File: config.mk
export PLATFORM = sky130hd
export DESIGN_NAME = pixel_stream_gen
export DESIGN_NICKNAME = d
export VERILOG_FILES = /design/src/rtl/pixel_stream_pkg.sv /design/src/rtl/raster_timing.sv /design/src/rtl/pixel_stream_gen.sv
export SDC_FILE = /design/constraint.sdc
export NUM_CORES = 1
export LEC_CHECK = 0
export ABC_AREA = 0
export CORE_ASPECT_RATIO = 0.7
export CORE_UTILIZATION = 50
export DETAILED_ROUTE_END_ITERATION = 7
export PLACE_DENSITY = 0.74
export SYNTH_ARGS = -nofsm -noshare
export SYNTH_HDL_FRONTEND = slang
export SYNTH_SLANG_ARGS = --single-unit
File: constraint.sdc
create_clock -name clk -period 4 [get_ports clk]
set_input_delay 0.6 -clock clk [delete_from_list [all_inputs] [get_ports clk]]
set_output_delay 0.6 -clock clk [all_outputs]
set_load 0.005 [all_outputs]
File: src/rtl/pixel_stream_pkg.sv
// Shared types and sizing helpers for the raster pixel-stream source.
package pixel_stream_pkg;

  typedef enum logic [2:0] {
    S_IDLE   = 3'd0,
    S_VSYNC  = 3'd1,
    S_VBLANK = 3'd2,
    S_ACTIVE = 3'd3,
    S_HBLANK = 3'd4,
    S_DONE   = 3'd5
  } state_t;

  localparam int H_PIXEL_DFLT = 640;
  localparam int V_PIXEL_DFLT = 480;
  localparam int H_BLANK_DFLT = 160;
  localparam int LINE_CYC     = H_PIXEL_DFLT + H_BLANK_DFLT;
  localparam int FRAME_PIX    = H_PIXEL_DFLT * V_PIXEL_DFLT;

  function automatic int line_cyc(input int h_pixel, input int h_blank);
    return h_pixel + h_blank;
  endfunction

  function automatic int frame_pix(input int h_pixel, input int v_pixel);
    return h_pixel * v_pixel;
  endfunction

  // Width of a counter that runs 0..limit-1; never narrower than one bit.
  function automatic int cnt_w(input int limit);
    return (limit > 1) ? $clog2(limit) : 1;
  endfunction

  function automatic int max3(input int a, input int b, input int c);
    int m;
    m = (a > b) ? a : b;
    return (m > c) ? m : c;
  endfunction

endpackage

File: src/rtl/raster_timing.sv
// Frame/line sequencer: FSM, blanking/column/line counters and the raster read address.
module raster_timing
  import pixel_stream_pkg::*;
#(
  parameter int H_PIXEL    = 640,
  parameter int V_PIXEL    = 480,
  parameter int H_BLANK    = 160,
  parameter int V_BLANK    = 2,
  parameter int VSYNC_CYC  = 4,
  parameter int ADDR_WIDTH = 19
) (
  input  logic                  clk,
  input  logic                  rst,
  input  logic                  start,
  input  logic                  cont,
  output logic                  rd_en,
  output logic [ADDR_WIDTH-1:0] rd_addr,
  output logic                  vsync_s0,
  output logic                  href_s0,
  output logic                  done_s0,
  output logic                  busy
);

  localparam int LINE_LEN   = line_cyc(H_PIXEL, H_BLANK);
  localparam int VBLANK_CYC = V_BLANK * LINE_LEN;
  localparam int BLK_MAX    = max3(VSYNC_CYC, H_BLANK, VBLANK_CYC);
  localparam int BW         = cnt_w(BLK_MAX);
  localparam int CW         = cnt_w(H_PIXEL);
  localparam int LW         = cnt_w(V_PIXEL + 1);

  localparam logic [BW-1:0] VS_LAST  = BW'(VSYNC_CYC - 1);
  localparam logic [BW-1:0] VB_LAST  = BW'((VBLANK_CYC > 0) ? VBLANK_CYC - 1 : 0);
  localparam logic [BW-1:0] HB_LAST  = BW'(H_BLANK - 1);
  localparam logic [CW-1:0] COL_LAST = CW'(H_PIXEL - 1);
  localparam logic [LW-1:0] LINE_END = LW'(V_PIXEL);

  state_t          state;
  logic [BW-1:0]   blk_cnt;
  logic [CW-1:0]   col_cnt;
  logic [LW-1:0]   line_cnt;

  // Flags and read strobe are registered together with the state they describe,
  // so each branch sets the flags that belong to the state being entered.
  always_ff @(posedge clk) begin
    if (rst) begin
      state    <= S_IDLE;
      blk_cnt  <= '0;
      col_cnt  <= '0;
      line_cnt <= '0;
      rd_addr  <= '0;
      rd_en    <= 1'b0;
      vsync_s0 <= 1'b0;
      href_s0  <= 1'b0;
      done_s0  <= 1'b0;
      busy     <= 1'b0;
    end else begin
      vsync_s0 <= 1'b0;
      href_s0  <= 1'b0;
      done_s0  <= 1'b0;
      rd_en    <= 1'b0;
      busy     <= 1'b1;
      unique case (state)
        S_IDLE: begin
          if (start) begin
            state    <= S_VSYNC;
            vsync_s0 <= 1'b1;
            blk_cnt  <= '0;
            line_cnt <= '0;
            rd_addr  <= '0;
          end else begin
            busy <= 1'b0;
          end
        end
        S_VSYNC: begin
          if (blk_cnt == VS_LAST) begin
            blk_cnt <= '0;
            if (V_BLANK == 0) begin
              state   <= S_ACTIVE;
              href_s0 <= 1'b1;
              rd_en   <= 1'b1;
            end else begin
              state <= S_VBLANK;
            end
          end else begin
            blk_cnt  <= blk_cnt + BW'(1);
            vsync_s0 <= 1'b1;
          end
        end
        S_VBLANK: begin
          if (blk_cnt == VB_LAST) begin
            blk_cnt <= '0;
            state   <= S_ACTIVE;
            href_s0 <= 1'b1;
            rd_en   <= 1'b1;
          end else begin
            blk_cnt <= blk_cnt + BW'(1);
          end
        end
        S_ACTIVE: begin
          if (col_cnt == COL_LAST) begin
            col_cnt  <= '0;
            line_cnt <= line_cnt + LW'(1);
            state    <= S_HBLANK;
          end else begin
            col_cnt <= col_cnt + CW'(1);
            rd_addr <= rd_addr + ADDR_WIDTH'(1);
            href_s0 <= 1'b1;
            rd_en   <= 1'b1;
          end
        end
        S_HBLANK: begin
          if (blk_cnt == HB_LAST) begin
            blk_cnt <= '0;
            if (line_cnt == LINE_END) begin
              state   <= S_DONE;
              done_s0 <= 1'b1;
            end else begin
              state   <= S_ACTIVE;
              rd_addr <= rd_addr + ADDR_WIDTH'(1);
              href_s0 <= 1'b1;
              rd_en   <= 1'b1;
            end
          end else begin
            blk_cnt <= blk_cnt + BW'(1);
          end
        end
        S_DONE: begin
          if (cont) begin
            state    <= S_VSYNC;
            vsync_s0 <= 1'b1;
            line_cnt <= '0;
            rd_addr  <= '0;
          end else begin
            state <= S_IDLE;
            busy  <= 1'b0;
          end
        end
        default: begin
          state <= S_IDLE;
          busy  <= 1'b0;
        end
      endcase
    end
  end

endmodule

File: src/rtl/pixel_stream_gen.sv
// Raster pixel-stream source: sequencer plus a two-stage pipeline aligning flags with RAM data.
module pixel_stream_gen
  import pixel_stream_pkg::*;
#(
  parameter int H_PIXEL    = 640,
  parameter int V_PIXEL    = 480,
  parameter int H_BLANK    = 160,
  parameter int V_BLANK    = 2,
  parameter int VSYNC_CYC  = 4,
  parameter int DATA_WIDTH = 8,
  parameter int ADDR_WIDTH = 19
) (
  input  logic                  clk,
  input  logic                  rst,
  input  logic                  start,
  input  logic                  cont,
  output logic                  mem_rd_en,
  output logic [ADDR_WIDTH-1:0] mem_rd_addr,
  input  logic [DATA_WIDTH-1:0] mem_rd_data,
  output logic                  frame_vsync,
  output logic                  frame_href,
  output logic                  pix_valid,
  output logic [DATA_WIDTH-1:0] pix_data,
  output logic                  busy,
  output logic                  frame_done
);

  logic vsync_s0, href_s0, done_s0, rd_en_s0;

  raster_timing #(
    .H_PIXEL   (H_PIXEL),
    .V_PIXEL   (V_PIXEL),
    .H_BLANK   (H_BLANK),
    .V_BLANK   (V_BLANK),
    .VSYNC_CYC (VSYNC_CYC),
    .ADDR_WIDTH(ADDR_WIDTH)
  ) u_timing (
    .clk     (clk),
    .rst     (rst),
    .start   (start),
    .cont    (cont),
    .rd_en   (rd_en_s0),
    .rd_addr (mem_rd_addr),
    .vsync_s0(vsync_s0),
    .href_s0 (href_s0),
    .done_s0 (done_s0),
    .busy    (busy)
  );

  assign mem_rd_en = rd_en_s0;

  function automatic logic [DATA_WIDTH-1:0] gate_pixel(input logic vld,
                                                       input logic [DATA_WIDTH-1:0] d);
    return vld ? d : '0;
  endfunction

  logic                  vsync_p1, href_p1, done_p1, vld_p1;
  logic                  vsync_p2, href_p2, done_p2, vld_p2;
  logic [DATA_WIDTH-1:0] data_p2;

  always_ff @(posedge clk) begin
    if (rst) begin
      vsync_p1 <= 1'b0;
      href_p1  <= 1'b0;
      done_p1  <= 1'b0;
      vld_p1   <= 1'b0;
      vsync_p2 <= 1'b0;
      href_p2  <= 1'b0;
      done_p2  <= 1'b0;
      vld_p2   <= 1'b0;
      data_p2  <= '0;
    end else begin
      // stage 1: flags travel while the RAM read is in flight
      vsync_p1 <= vsync_s0;
      href_p1  <= href_s0;
      done_p1  <= done_s0;
      vld_p1   <= href_s0 & rd_en_s0;
      // stage 2: RAM data is valid now; register it beside its flags
      vsync_p2 <= vsync_p1;
      href_p2  <= href_p1;
      done_p2  <= done_p1;
      vld_p2   <= vld_p1;
      data_p2  <= gate_pixel(vld_p1, mem_rd_data);
    end
  end

  assign frame_vsync = vsync_p2;
  assign frame_href  = href_p2;
  assign pix_valid   = vld_p2;
  assign pix_data    = data_p2;
  assign frame_done  = done_p2;

endmodule

; Word level (Yosys, flattened, before mapping)
; Index checks and enable logic that the tools add are counted.
[word_totals]
ff_bits = 70
output_inout_bits = 33
elab_cells = 87
[classes]
n_reduce_logical = 11
add_sub_neg = 4
muxes = 35
n_eq_ne = 18
bitwise = 3
[op_table]
columns = operator, n
row1 = $mux W19, 5
row2 = $pmux W19 S4, 1
row3 = $mux W11, 4
row4 = $pmux W11 S4, 1
row5 = $mux W9, 3
row6 = $pmux W9 S3, 1
row7 = $add A19 B1 Y19 const B, 1
row8 = $mux W3, 6
row9 = $pmux W3 S6, 1
row10 = $add A11 B1 Y11 const B, 1
row11 = $eq A11 B11 Y1 const B, 1
row12 = $eq A11 B2 Y1 const B, 1
row13 = $eq A11 B8 Y1 const B, 1
row14 = $add A10 B1 Y10 const B, 1
row15 = $eq A10 B10 Y1 const B, 1
row16 = $mux W10, 1
row17 = $add A9 B1 Y9 const B, 1
row18 = $eq A9 B9 Y1 const B, 1
row19 = $mux W1, 9
row20 = $pmux W1 S3, 3
row21 = $ne A2 B1 Y1 const B, 4
row22 = $ne A2 B2 Y1 const B, 4
row23 = $reduce_bool A4 Y1, 2
row24 = $eq A3 B2 Y1 const B, 2
row25 = other kinds (12), 15

; Logic depth before layout (Yosys ltp)
; Gate-level depths: netlist (run 1).
[depth]
ltp_word = 4
depth_mapped = 8
mapped_depth_nobuf = 7

; By module
; A second synthesis (run 1) with hierarchy kept.
[unflattened]
cells_unflattened = 402
area_unflattened_um2 = 3462.1
[modules_own_cells]
columns = mod, area_each_um2, seq_area_each_um2, n_inst, cells_per_inst
row1 = raster_timing, 3007.9, 1121.1, 1, 369
row2 = pixel_stream_gen, 454.2, 320.3, 1, 33

; Worst setup path before layout (run 1)
; Ideal clock, no wire load.
[synth_timing]
path_kind = reg-to-reg
start = register u_timing.blk_cnt[0]
end = register u_timing.rd_addr[3]
setup_slack_ns = 1.677
t_arrival_ns = 2.253
period_less_slack_ns = 2.323
path_buffers = 0
stages_incl_launch_ff = 7
path_cell_list = dfxtp_1 -> ha_1 -> or4b_4 -> or3_4 -> o21a_4 -> or4_1 -> a21oi_1
[synth_between]
elab_chain_len = 3
[synth_rtl]
columns = element, line_no
row1 = from (decl), raster_timing.sv:38  ; logic [BW-1:0] blk_cnt;
row2 = from (signal assigned), raster_timing.sv:85  ; blk_cnt <= blk_cnt + BW'(1);
row3 = from (signal assigned), raster_timing.sv:96  ; blk_cnt <= blk_cnt + BW'(1);
row4 = from (signal assigned), raster_timing.sv:124  ; blk_cnt <= blk_cnt + BW'(1);
row5 = $eq A11 B8 Y1, raster_timing.sv:112  ; if (blk_cnt == HB_LAST) begin
row6 = $ne A2 B1 Y1 (no line), -
row7 = $reduce_and A6 Y1 (no line), -
row8 = to (signal assigned), raster_timing.sv:106  ; rd_addr <= rd_addr + ADDR_WIDTH'(1);
row9 = to (signal assigned), raster_timing.sv:119  ; rd_addr <= rd_addr + ADDR_WIDTH'(1);
row10 = to (decl), raster_timing.sv:17  ; output logic [ADDR_WIDTH-1:0] rd_addr,
; No other way between the ends.
; A chain may end at the register's enable or synchronous reset.

; Worst setup path in the final report (run 1)
[layout_timing]
start = register u_timing.blk_cnt[0]
end = register u_timing.rd_addr[18]
; The elaborated chain is that of the path after synthesis.

==> out/metrics.cfg, run 1 <==
[synthesis]
synth_area_leaders = dfxtp_1 (43%), a21oi_1 (4.6%), nand2_1 (4.4%), nor2_1 (3.3%), o21ai_0 (3.2%)
synth_seq_cells = 70
syn_area_um2 = 3273
yosysWarnings = 0
synthesis.nets = 407
synth_ff_type = dfxtp_1
synth_top_area_frac = 0.4281
synth.distinct_cells = 54
syn_inst = 390
ys_async_sr_fraction = 0
synth_common_cells = dfxtp_1 (70), nand2_1 (38), a21oi_1 (30), nor2_1 (29), o21ai_0 (21)
yosysSeqAreaShare = 0.4281
yosys.area.top_type = dfxtp_1
syn_avg_cell_area_um2 = 8.393
synth.most_common_cell = dfxtp_1
synth_edf_count = 0

[setup_path]
critPathKind = reg -> reg
crit_required_ns = 4.27
cp_max_fo = 15
reg2regPathDepth = 6
arrival_ns = 2.97
r2r-end = u_timing.rd_addr[18]
r2r_start = u_timing.blk_cnt[0]
crit_chain = ha_1 > or4b_4 > o31ai_2 > o211ai_1 > or4_1 > a21oi_1
critPathSlowestCell = or4_1
reg2reg_slack_ns = 1.30
worstSetupStartpointType = register
crit_path_end_kind = register
cp_slowest_stage_delay_ns = 0.60

[global_routing]
antenna_found_initial = 0
grt-ovfl-total = 0
grt_pass1_wl_mm = 12.04
grt_max_degree = 30
grt_pass1_vias = 2570
grt_use_total = 0.2209

[power]
vdd_drop_max_v = 0.0001666
power.density_nw_per_um2 = 337.8
p_leak_nw = 1.257

[clocking]
root_buffer = clkbuf_8
tritoncts = built
cts_hold_buf = 0
cts_buffer_depth = 2
post_cts_buffers = 0
cts_buffers = 9
htreeDepth = 3
clock_latency_ns = 0.34
cts.sinks = 70
clk_pin_slew_ns = 0.07
ctsResizeCount = 0

[sta]
finalMaxSlewViolations = 0
fin_tns_setup_ns = 0
timing.slew.headroom = 0.3919
max_freq_mhz = 370.7
finalCriticalPeriod_ns = 2.698
tightest_slew_ns = 0.9082
finalSetupViolCount = 0
fin_crit_sh = 0.6744
rsz0062_at_grt = false
skew_ns = 0.008910
hold_viol = 0

[cells_and_area]
fin_cells = 510
antenna_cells = 0
layout-drive-gt1-share = 0.07639
post-route-util = 0.6286
fin_nets = 445
area_growth_pct = 20.53
nFillCells = 548

[min_path]
hold_path_class = reg -> reg
hold_end = frame_vsync
hold_depth = 1
hp-start = vsync_p1

[floorplanning]
ios = 45
core_um2 = 6276
dieArea_um2 = 6879
rows = 24
dieHeight_um = 69.70
die_width_um = 98.71
start_util = 0.5215

[drt]
wirelength_mm = 6.824
ant_nets = 0
vias = 2872
post-route-drc-count = 0
drtPass1Iterations = 5
viasPerCell = 5.631
wl_per_cell_um = 13.38
drt_iter0_drc = 171

[placed_design]
portBuffers = 44
dp_hpwl_mm = 4.858
dp_cells = 495
gp_congestion = 0.8017

[run_status]
status = finished, final reports clean

[run]
maxCapViolCount = 0

[layout make-up]
class	instances	area (um2)	share of cell area
timing repair buffer	46	455.4	0.1154
tap	78	97.59	0.02474
multi-input combinational	290	1755	0.4450
inverter	11	41.29	0.01047
clock buffer	13	178.9	0.04535
sequential	70	1401	0.3552
clock inverter	2	15.01	0.003806
[metrics by stage]
stage	power, W	hold WS (ns)	instance area [um2]	setup slack [ns]
final	0.001333	0.4371	3945	1.302
after global routing	0.001393	0.4589	3945	0.9478
after CTS	0.001350	0.4403	3945	1.313
after detailed placement	0.0008057	0.4242	3751	1.191
after global placement	0.0008051	0.4224	3751	1.260
after floorplan	0.0007753	0.4138	3273	1.677
[sequential cells by signal, summed over array words and instances, names as in the netlist, 3 cells and up]
name               count
u_timing.state         3
u_timing.blk_cnt      11
u_timing.col_cnt      10
u_timing.rd_addr      19
u_timing.line_cnt      9
pix_data               8
[power breakdown]
group | leakage [nW] | switching, W | internal (W) | total [W]
Sequential | 0.565 | 0.00000754 | 0.000704 | 0.000711
Clock | 0.0938 | 0.000253 | 0.000290 | 0.000543
Combinational | 0.598 | 0.0000450 | 0.0000336 | 0.0000786
Total | 1.26 | 0.000306 | 0.00103 | 0.00133
[routing by layer]
| layer | track usage | wire, um | vias to the layer above |
|---|---|---|---|
| met5 | 0 | 0 | - |
| met4 | 0.06965 | 57 | 0 |
| met3 | 0.08065 | 355 | 4 |
| met2 | 0.3075 | 2813 | 57 |
| met1 | 0.3155 | 3597 | 1321 |
| li1 | - | - | 1490 |
[worst max-delay path, delay by kind of cell, from the launching register on]
kind | cells | cell delay, ns
AOI/OAI and AO/OA | 3 | 0.91
adders and majority gates | 1 | 0.22
DFF | 1 | 0.40
and+or+nand+nor | 2 | 1.10
[cell usage in the layout (no fill, tap or decap), drive strengths merged, types with 2 or more instances in the layout]
| cell type | n |
|---|---|
| buf | 2 |
| or4 | 9 |
| nor2 | 29 |
| nor4 | 6 |
| o21a | 2 |
| a21o | 2 |
| a22oi | 4 |
| nand3 | 18 |
| a21oi | 30 |
| dfxtp | 70 |
| or3 | 15 |
| and3 | 3 |
| clkbuf | 13 |
| nand2 | 38 |
| a31oi | 7 |
| o31ai | 9 |
| clkdlybuf4s50 | 44 |
| nor3 | 8 |
| or3b | 2 |
| and2 | 10 |
| nand4 | 9 |
| nand3b | 7 |
| a31o | 2 |
| o211ai | 4 |
| nor3b | 2 |
| clkinvlp | 2 |
| o21ai | 21 |
| ha | 5 |
| mux2i | 2 |
| or4b | 2 |
| nor2b | 8 |
| and3b | 2 |
| or2 | 6 |
| xnor2 | 7 |
| a211oi | 3 |
| inv | 11 |
| xor2 | 6 |
[kinds of logic after synthesis]
kind of cell / after synthesis / synth area share
flip-flops: 70 / 0.4281
AND/OR/NAND/NOR: 178 / 0.3005
buffers and inverters: 30 / 0.03555
XOR/XNOR: 13 / 0.03479
adder cells (fa/ha/maj): 5 / 0.01911
multiplexers: 2 / 0.006116
AO/OA/AOI/OAI: 92 / 0.1758
[worst max path at each step]
stage / slack [ns] / startpoint / cells after the start / endpoint
2_1_floorplan: 1.68 / u_timing.blk_cnt[0] / 6 / u_timing.rd_addr[3]
3_3_place_gp: 1.26 / start / 6 / u_timing.rd_addr[18]
3_5_place_dp: 1.19 / start / 6 / u_timing.rd_addr[18]
4_1_cts: 1.31 / u_timing.blk_cnt[0] / 6 / u_timing.rd_addr[18]
5_1_grt: 0.95 / u_timing.state[1] / 5 / u_timing.rd_addr[18]
6_report: 1.30 / u_timing.blk_cnt[0] / 6 / u_timing.rd_addr[18]
Note: power is estimated with default switching activity, not from simulation.
==> run 2: changes to the inputs <==
==> constraint.sdc (replaced) <==
create_clock -name clk -period 2.71 [get_ports clk]
set_input_delay 0.4065 -clock clk [delete_from_list [all_inputs] [get_ports clk]]
set_output_delay 0.4065 -clock clk [all_outputs]
set_load 0.005 [all_outputs]
==> out/metrics.cfg, run 2 (synthesis gave the netlist of run 1 again) <==
[run_status]
status = finished, final reports clean

[drt]
vias = 2987
ant_nets = 0
viasPerCell = 5.690
wl_per_cell_um = 14.16
drtPass1Iterations = 4
drt_iter0_drc = 111
wirelength_mm = 7.434
post-route-drc-count = 0

[sta]
skew_ns = 0.01389
timing.slew.headroom = 0.4059
finalSetupViolCount = 0
tightest_slew_ns = 0.8792
hold_viol = 0
rsz0062_at_grt = false
max_freq_mhz = 407.1
finalCriticalPeriod_ns = 2.456
fin_crit_sh = 0.9064
fin_tns_setup_ns = 0
finalMaxSlewViolations = 0

[setup_path]
worstSetupStartpointType = register
crit_buf_inv = 0
critPathLaunch = u_timing.blk_cnt[0]
crit_path_end_kind = register
cp-endpoint = u_timing.rd_addr[3]
path_depth = 6
reg2reg_slack_ns = 0.25
r2r_start = u_timing.blk_cnt[0]
reg2regPathDepth = 6
path_delay_family = simple AND/OR/NAND/NOR gates
arrival_ns = 2.74
cp_max_fo = 8
r2r-end = u_timing.rd_addr[3]
critPathSlowestCell = or4b_4
cp_slowest_stage_delay_ns = 0.50
critPathKind = reg -> reg
crit_required_ns = 2.99
crit_chain = ha_1 > or4b_4 > or3_4 > o21a_4 > or4_1 > a21oi_1

[cells_and_area]
largest-register = u_timing.rd_addr
fin_cells = 525
largestRegisters = u_timing.rd_addr: 19 flops, u_timing.blk_cnt: 11 flops, u_timing.col_cnt: 10 flops
antenna_cells = 0
mostFrequentLayoutCell = dfxtp_1
layout-drive-gt1-share = 0.1051
layout_common_cells = dfxtp_1 (70), clkdlybuf4s50_1 (44), nand2_1 (38), a21oi_1 (30), nor2_1 (29)
fin_nets = 459
area_growth_pct = 24.24
nFillCells = 537
largest_register_ffs = 19
fin_area_um2 = 4066

[clocking]
cts_hold_buf = 0
cts_buffers = 9
htreeDepth = 3
tritoncts = built
clk_pin_slew_ns = 0.08
cts_buffer_depth = 2
clock_latency_ns = 0.35
root_buffer = clkbuf_8
ctsResizeCount = 0
cts.sinks = 70

[power]
p_switching_w = 0.0004758
p_leak_nw = 1.332
seqPwrFrac = 0.513
p_clk_frac = 0.428
intPower_w = 0.001570
power.density_nw_per_um2 = 503.0
switching_share = 0.2326
vdd_drop_max_v = 0.0003172
combPwrFrac = 0.059

[placed_design]
placed_area_um2 = 3834
dp_cells = 506
gp_congestion = 0.8337
portBuffers = 44
dp_hpwl_mm = 5.241

[floorplanning]
core_um2 = 6276
start_util = 0.5215
ios = 45
die_width_um = 98.71
rows = 24
dieHeight_um = 69.70
dieArea_um2 = 6879

[min_path]
hold_path_class = reg -> reg

[global_routing]
grt_use_total = 0.2288
grt_pass1_vias = 2758
grt_pass1_wl_mm = 12.52
antenna_found_initial = 0
grt_max_degree = 25
grt-ovfl-total = 0

[run]
maxCapViolCount = 0

run 2: cell count changes in the layout (fill, tap and decap cells not counted):
cell        delta
buf_4         +14
clkbuf_8       -2
clkinv_4       +2
bufinv_16      +1
clkbuf_1       +1
clkinvlp_4     -1
run 2: final cells by class:
| cell class | instances | area, um2 | share of cell area |
|---|---|---|---|
| clock buffer | 12 | 155.1 | 0.03815 |
| clock inverter | 4 | 55.05 | 0.01354 |
| inverter | 11 | 41.29 | 0.01015 |
| multi-input combinational | 290 | 1755 | 0.4317 |
| sequential | 70 | 1401 | 0.3446 |
| tap | 78 | 97.59 | 0.02400 |
| timing repair buffer | 60 | 560.5 | 0.1378 |
run 2: worst min-delay path by stage:
stage               slack [ns]     endpoint               from  cells after the start
finish                    0.44     vsync_p1  u_timing.vsync_s0                      1
global route              0.45     vsync_p1  u_timing.vsync_s0                      1
CTS                       0.43     vsync_p1  u_timing.vsync_s0                      1
detailed placement        0.43  frame_vsync           vsync_p1                      1
global placement          0.42      done_p1   u_timing.done_s0                      1
floorplan                 0.41      done_p1   u_timing.done_s0                      1
run 2: metal layers:
layer | wire length [um] | up-vias | GRT usage
met4 | 25 | 0 | 0.05473
met2 | 3288 | 61 | 0.3459
met5 | 0 | - | 0
met3 | 362 | 4 | 0.07359
li1 | - | 1523 | -
met1 | 3758 | 1399 | 0.3167
run 2: repair_timing:
action                                  4_1_cts  5_1_grt
buffers inserted                              0        3
endpoints found under the setup margin        0        1
hold endpoints to repair                      0        0
run 2: power groups by stage:
stage	sequential, W	combinational, W	clock, W
global route	0.00105	0.000135	0.000944
floorplan	0.00107	0.0000763	0
global placement	0.00107	0.000118	0
finish	0.00105	0.000120	0.000876
detailed placement	0.00107	0.000120	0
CTS	0.00105	0.000121	0.000894
run 2: stage by stage:
step	setup WS (ns)	power, W	utilization	hold WS (ns)
3_3_place_gp	0.3047	0.001191	0.6108	0.4225
3_5_place_dp	0.1857	0.001192	0.6108	0.4280
5_1_grt	0.1193	0.002130	0.6479	0.4516
4_1_cts	0.1646	0.002064	0.6443	0.4320
2_1_floorplan	0.3866	0.001144	-	0.4138
6_report	0.2537	0.002045	0.6479	0.4354
